===== src/rtl/chacha_loader_if.sv =====
// ---------------------------------------------------------------------------
// chacha_loader_if
// Bundles the byte-load bus, block-done pulse, status flags and the state
// word write port of chacha_loader.
//   slave  : the loader itself (takes strobes/bytes, drives flags and writes)
//   master : the upstream agent (drives strobes/bytes/blk_done, sees flags)
// ---------------------------------------------------------------------------
interface chacha_loader_if;
    logic        wr_key;
    logic        wr_nnc;
    logic        wr_ctr;
    logic [7:0]  data_in;
    logic        blk_done;
    logic        busy;
    logic        key_valid;
    logic        nnc_valid;
    logic        ctr_valid;
    logic        ctr_wrap;
    logic        word_we;
    logic [3:0]  word_addr;
    logic [31:0] word_data;

    modport slave (
        input  wr_key, wr_nnc, wr_ctr, data_in, blk_done,
        output busy, key_valid, nnc_valid, ctr_valid, ctr_wrap,
        output word_we, word_addr, word_data
    );

    modport master (
        output wr_key, wr_nnc, wr_ctr, data_in, blk_done,
        input  busy, key_valid, nnc_valid, ctr_valid, ctr_wrap,
        input  word_we, word_addr, word_data
    );
endinterface


===== src/rtl/chacha_loader.sv =====
// ---------------------------------------------------------------------------
// chacha_loader
// Byte-serial loader in front of the ChaCha state array. Key (32 bytes),
// nonce (12 bytes) and counter (4 bytes) arrive one byte per cycle after a
// per-field strobe, are packed little-endian into 32-bit words and written
// to the state array with single-cycle word writes. Also owns the 32-bit
// block counter and advances it on each blk_done from the core.
// Ports:
//   clk    : clock
//   rst_n  : synchronous active-low reset
//   bus    : chacha_loader_if.slave (strobes, data_in, blk_done, busy,
//            valid flags, ctr_wrap, word_we/word_addr/word_data)
// ---------------------------------------------------------------------------
module chacha_loader #(
    parameter int unsigned KEY_BASE = 4,
    parameter int unsigned CTR_ADDR = 12,
    parameter int unsigned NNC_BASE = 13
) (
    input  logic            clk,
    input  logic            rst_n,
    chacha_loader_if.slave  bus
);

    localparam logic [1:0] IDLE     = 2'd0;
    localparam logic [1:0] LOAD_KEY = 2'd1;
    localparam logic [1:0] LOAD_NNC = 2'd2;
    localparam logic [1:0] LOAD_CTR = 2'd3;

    logic [1:0]  state_reg;
    logic [4:0]  byte_idx_reg;
    logic [23:0] acc_reg;        // bytes 0..2 of the word being assembled
    logic [31:0] counter_reg;
    logic        pending_reg;
    logic        key_valid_reg;
    logic        nnc_valid_reg;
    logic        ctr_valid_reg;
    logic        ctr_wrap_reg;
    logic        word_we_reg;
    logic [3:0]  word_addr_reg;
    logic [31:0] word_data_reg;

    logic [3:0]  base_addr;
    logic [4:0]  last_idx;
    logic [31:0] full_word;
    logic        strobe_any;
    logic        do_inc;

    always_comb begin
        base_addr = 4'(KEY_BASE);
        last_idx  = 5'd31;
        case (state_reg)
            LOAD_NNC: begin
                base_addr = 4'(NNC_BASE);
                last_idx  = 5'd11;
            end
            LOAD_CTR: begin
                base_addr = 4'(CTR_ADDR);
                last_idx  = 5'd3;
            end
            default: ;
        endcase
    end

    assign full_word  = {bus.data_in, acc_reg};
    assign strobe_any = bus.wr_key | bus.wr_nnc | bus.wr_ctr;
    // Increments only happen when the word port is otherwise free: idle and
    // no burst starting. Anything else is parked in the one-deep pending flag.
    assign do_inc     = (state_reg == IDLE) && !strobe_any && (bus.blk_done || pending_reg);

    always_ff @(posedge clk) begin
        if (!rst_n) begin
            state_reg     <= IDLE;
            byte_idx_reg  <= '0;
            acc_reg       <= '0;
            counter_reg   <= '0;
            pending_reg   <= 1'b0;
            key_valid_reg <= 1'b0;
            nnc_valid_reg <= 1'b0;
            ctr_valid_reg <= 1'b0;
            ctr_wrap_reg  <= 1'b0;
            word_we_reg   <= 1'b0;
            word_addr_reg <= '0;
            word_data_reg <= '0;
        end else begin
            word_we_reg <= 1'b0;

            case (state_reg)
                IDLE: begin
                    if (strobe_any) begin
                        // Strobe cycle carries byte 0 of the burst.
                        acc_reg[7:0] <= bus.data_in;
                        byte_idx_reg <= 5'd1;
                        if (bus.wr_key) begin
                            state_reg     <= LOAD_KEY;
                            key_valid_reg <= 1'b0;
                        end else if (bus.wr_nnc) begin
                            state_reg     <= LOAD_NNC;
                            nnc_valid_reg <= 1'b0;
                        end else begin
                            state_reg     <= LOAD_CTR;
                            ctr_valid_reg <= 1'b0;
                        end
                    end
                end
                default: begin
                    case (byte_idx_reg[1:0])
                        2'd0: acc_reg[7:0]   <= bus.data_in;
                        2'd1: acc_reg[15:8]  <= bus.data_in;
                        2'd2: acc_reg[23:16] <= bus.data_in;
                        default: begin
                            word_we_reg   <= 1'b1;
                            word_addr_reg <= base_addr + {1'b0, byte_idx_reg[4:2]};
                            word_data_reg <= full_word;
                        end
                    endcase

                    if (byte_idx_reg == last_idx) begin
                        state_reg    <= IDLE;
                        byte_idx_reg <= '0;
                        case (state_reg)
                            LOAD_KEY: key_valid_reg <= 1'b1;
                            LOAD_NNC: nnc_valid_reg <= 1'b1;
                            default: begin
                                ctr_valid_reg <= 1'b1;
                                counter_reg   <= full_word;
                                ctr_wrap_reg  <= 1'b0;
                            end
                        endcase
                    end else begin
                        byte_idx_reg <= byte_idx_reg + 5'd1;
                    end
                end
            endcase

            if (do_inc) begin
                counter_reg   <= counter_reg + 32'd1;
                word_we_reg   <= 1'b1;
                word_addr_reg <= 4'(CTR_ADDR);
                word_data_reg <= counter_reg + 32'd1;
                pending_reg   <= 1'b0;
                if (counter_reg == 32'hFFFF_FFFF) begin
                    ctr_wrap_reg <= 1'b1;
                end
            end else if (bus.blk_done) begin
                pending_reg <= 1'b1;
            end
        end
    end

    assign bus.busy      = (state_reg != IDLE);
    assign bus.key_valid = key_valid_reg;
    assign bus.nnc_valid = nnc_valid_reg;
    assign bus.ctr_valid = ctr_valid_reg;
    assign bus.ctr_wrap  = ctr_wrap_reg;
    assign bus.word_we   = word_we_reg;
    assign bus.word_addr = word_addr_reg;
    assign bus.word_data = word_data_reg;

endmodule

===== src/flat_wrapper.sv =====
// flat-port wrapper written by rule: the top's interface ports become plain ports
module chacha_loader_flat 
#(
    parameter int unsigned KEY_BASE = 4,
    parameter int unsigned CTR_ADDR = 12,
    parameter int unsigned NNC_BASE = 13
)
  (clk, rst_n, bus_wr_key, bus_wr_nnc, bus_wr_ctr, bus_data_in, bus_blk_done, bus_busy, bus_key_valid, bus_nnc_valid, bus_ctr_valid, bus_ctr_wrap, bus_word_we, bus_word_addr, bus_word_data);
  chacha_loader_if bus_i ();
  input  logic clk;
  input  logic rst_n;
  input wire logic [$bits(bus_i.wr_key)-1:0] bus_wr_key;
  input wire logic [$bits(bus_i.wr_nnc)-1:0] bus_wr_nnc;
  input wire logic [$bits(bus_i.wr_ctr)-1:0] bus_wr_ctr;
  input wire logic [$bits(bus_i.data_in)-1:0] bus_data_in;
  input wire logic [$bits(bus_i.blk_done)-1:0] bus_blk_done;
  output wire logic [$bits(bus_i.busy)-1:0] bus_busy;
  output wire logic [$bits(bus_i.key_valid)-1:0] bus_key_valid;
  output wire logic [$bits(bus_i.nnc_valid)-1:0] bus_nnc_valid;
  output wire logic [$bits(bus_i.ctr_valid)-1:0] bus_ctr_valid;
  output wire logic [$bits(bus_i.ctr_wrap)-1:0] bus_ctr_wrap;
  output wire logic [$bits(bus_i.word_we)-1:0] bus_word_we;
  output wire logic [$bits(bus_i.word_addr)-1:0] bus_word_addr;
  output wire logic [$bits(bus_i.word_data)-1:0] bus_word_data;
  assign bus_i.wr_key = bus_wr_key;
  assign bus_i.wr_nnc = bus_wr_nnc;
  assign bus_i.wr_ctr = bus_wr_ctr;
  assign bus_i.data_in = bus_data_in;
  assign bus_i.blk_done = bus_blk_done;
  assign bus_busy = bus_i.busy;
  assign bus_key_valid = bus_i.key_valid;
  assign bus_nnc_valid = bus_i.nnc_valid;
  assign bus_ctr_valid = bus_i.ctr_valid;
  assign bus_ctr_wrap = bus_i.ctr_wrap;
  assign bus_word_we = bus_i.word_we;
  assign bus_word_addr = bus_i.word_addr;
  assign bus_word_data = bus_i.word_data;
  chacha_loader #(.KEY_BASE(KEY_BASE), .CTR_ADDR(CTR_ADDR), .NNC_BASE(NNC_BASE)) u_core (.clk(clk), .rst_n(rst_n), .bus(bus_i));
endmodule

===== config.mk =====
export PLATFORM = sky130hd
export DESIGN_NAME = chacha_loader_flat
export DESIGN_NICKNAME = d
export VERILOG_FILES = /design/src/rtl/chacha_loader_if.sv /design/src/rtl/chacha_loader.sv /design/src/flat_wrapper.sv
export SDC_FILE = /design/constraint.sdc
export NUM_CORES = 1
export LEC_CHECK = 0
export CAP_MARGIN = 20
export CORE_MARGIN = 2
export CORE_UTILIZATION = 40
export CTS_CLUSTER_DIAMETER = 150
export DETAILED_ROUTE_END_ITERATION = 8
export GPL_TIMING_DRIVEN = 1
export PLACE_DENSITY_LB_ADDON = 0.12
export SLEW_MARGIN = 0
export SYNTH_ARGS = -nofsm -noshare
export SYNTH_HDL_FRONTEND = slang
export SYNTH_SLANG_ARGS = --single-unit

===== constraint.sdc =====
create_clock -name clk -period 3.2 [get_ports clk]
set_clock_uncertainty 0.1 [all_clocks]
set_input_delay 0.32 -clock clk [delete_from_list [all_inputs] [get_ports clk]]
set_output_delay 0.32 -clock clk [all_outputs]
set_load 0.1 [all_outputs]

==> run metrics <==
Post-CTS Setup Repair Bufs=0; Port Buffer Count=55; worst IR drop on VDD=approximately 0.00028 V; Most common cell on crit path=buf_4; top cells by instance count after synthesis=105 x dfxtp_1, 75 x nand2_1, 58 x nor2_1; total CTS buffers=9; via/cell ratio=5.72; core area=12700 um^2; DIE AREA=about 14000 um^2; Ys Warns=0; Critical Path RT=3.37 ns; Clock Power Share=approximately 38%; Area contributors post-synth=dfxtp_1 40%, nand2_1 5.4%, mux2i_1 5.0%, o21ai_0 4.5%, nor2_1 4.2%; Post-Syn Nets=approximately 660; Area Overhead vs Synth=19.8%; CTS tree=built; post-route minimum period=2.64 ns; Post-synth top flop=dfxtp_1; Tot GR Track Use=between 20% and 30%; Max Cap Viol=0; Ports=56; status=completed; Detailed Route WL=around 15000 um; GPL Wtd Cong=between 0.8 and 0.9; DR top layer=met4; max-slew violation count=0; met3 routed WL=599 um; Max Clk Rate=about 0.38 GHz; latest clock arrival within the worst-skew pair=between 0.3 and 0.4 ns; CP max-delay cell=nor3_2; met1 wire length=a little over 7000 um; Reg power frac=46.6%; 1st-iter DRT viols=305; CP Capture Type=flip-flop; Mapped Cells=632; largest area contributor in the netlist=dfxtp_1; Sink Count=~110; vias in the first global route=about 4600; Max FO, Critical Path=14; family with the most delay on the worst path=simple AND/OR/NAND/NOR gates; routed len/inst=between 15 and 20 um; Net Sw Frac=between 20% and 30%; # rows=41; crit-path max cell delay=roughly 0.59 ns; largest net degree at the start of global routing=43; slew margin rel.=34.3%; Fin Setup TNS=0 ns; gr ovfl total=0; Leakage Power=2.39 nW; detailed placement HPWL=9760 um; fin nets=694; initial antenna violation count=0; post-route setup slack=about 0.56 ns; Worst-Margin Slew=0.983 ns; crit-path cells=inv_1 > ha_1 > nor4b_2 > buf_4 > o21a_1 > nor3_2 > buf_4 > o21ai_0 > a31oi_1; RSZ-0062 raised after global routing=false; Worst-path clk slew=roughly 0.07 ns; antenna-violating nets left=0; Setup CP Type=reg -> reg; Final Hold Vio Count=0; pre-CTS WS=around 0.46 ns; distinct cell type count after synthesis=55; crit path DAT=approximately 2.8 ns; sequential element share of the synthesized area=between 40% and 50%; EDFF count, synth=0; CTS hold repair buffers=0; share of power burned in combinational logic=between 10% and 20%; worst hold path class=reg -> reg; ANT cells=0; setup violators final=0; top-count cell post-synth=dfxtp_1; crit start category=flip-flop; global-route wire length before repair=about 24000 um; CTS max path bufs=2; DRC errors left=0; CTS resizes=0; share of the synthesized area in the top cell type=about two fifths; Pre-antenna DRT Iters=5; #FFs+latches synth=between 100 and 150; synthesized area=~5200 um^2; fraction of layout cells with a size suffix above 1=9.94%; pwr dens=around 480 nW/um^2; H-tree levels=3; Buf+Inv Stages, Crit Path=3; clock root cell=clkbuf_16; Die Span X=roughly 120 um; Die Ht=118 um; WL met2=~6600 um; Final Util=roughly half; Final Cycle Share=about 80%; Async S/R FF share, synth=0%; switching pwr=between 0.8 and 0.9 mW; synthesized area per cell=8.29 um^2; internal power=2.12 mW; via count=about 4800; Initial Util=roughly two fifths; worst hold slack=approximately 0.36 ns
-- power by group through the flow --
| stage | Sequential [mW] | Combinational, mW | Clock [mW] |
|---|---|---|---|
| 2_1_floorplan | 1.55 | 0.195 | 0 |
| 3_3_place_gp | 1.42 | 0.464 | 0 |
| 3_5_place_dp | 1.42 | 0.466 | 0 |
| 4_1_cts | 1.39 | 0.468 | 1.15 |
| 5_1_grt | 1.40 | 0.497 | 1.20 |
| 6_report | 1.39 | 0.467 | 1.13 |
-- layout make-up --
cell class / instances / area (um^2)
Inverter: 8 / 30.0
Clock inverter: 6 / 57.6
Clock buffer: 10 / 239
Timing Repair Buffer: 71 / 681
Multi-Input combinational cell: 474 / 2950
Fill cell: 1290 / 6450
Tap cell: 172 / 215
Sequential cell: 105 / 2100
-- per-layer routing --
metal	vias to the layer above	GRT usage [%]
li1	2347	-
met1	2349	29.5
met2	118	33.4
met3	23	3.47
met4	0	8.41
met5	-	0
-- worst min-delay path, cell delays in order, from the launching register on --
cell	delay [ns]
dfxtp_1	0.31
nand2_1	0.05
a21oi_1	0.05
-- kinds of logic after synthesis --
kind of cell / Yosys count / synth area share, %
AO/OA/AOI/OAI: 160 / 18.5
multiplexers: 43 / 8.62
buffers and inverters: 53 / 4.01
flip-flops: 105 / 40.1
AND/OR/NAND/NOR: 230 / 21.1
adder cells (fa/ha/maj): 11 / 2.63
XOR/XNOR: 30 / 5.02
-- metrics by stage --
step	total power, mW	std cells	instance area (um^2)
detailed placement	1.89	829	5970
global placement	1.88	829	5970
CTS	3.01	845	6270
finish	2.99	846	6270
global route	3.09	846	6270
floorplan	1.75	632	5240
-- final timing paths --
| check | from | end | slack (ns) | cells past startpoint |
|---|---|---|---|---|
| worst max-delay path | u_core.state_reg[0] | u_core.counter_reg[17] | 0.56 | 9 |
| worst min-delay path | u_core.bus.word_addr[1] | u_core.bus.word_addr[1] | 0.36 | 2 |
| worst max register to register | u_core.state_reg[0] | u_core.counter_reg[17] | 0.56 | 9 |
| worst min register to register | u_core.bus.word_addr[1] | u_core.bus.word_addr[1] | 0.36 | 2 |
-- placed cells by master, fill, tap and decap left out, types with 11 or more instances in the layout --
cell type,netlist,routed
and3_1,11,11
buf_4,0,20
xor2_1,21,21
ha_1,11,11
mux2i_1,26,26
nand3_1,25,25
mux2_2,17,17
a31oi_1,30,30
nand2_1,75,75
nand4_1,14,14
o21ai_0,47,47
a21oi_1,43,43
clkdlybuf4s50_1,0,49
dfxtp_1,105,105
or3_1,13,13
nor2_1,58,58
Power figures use the tool's default switching activity.
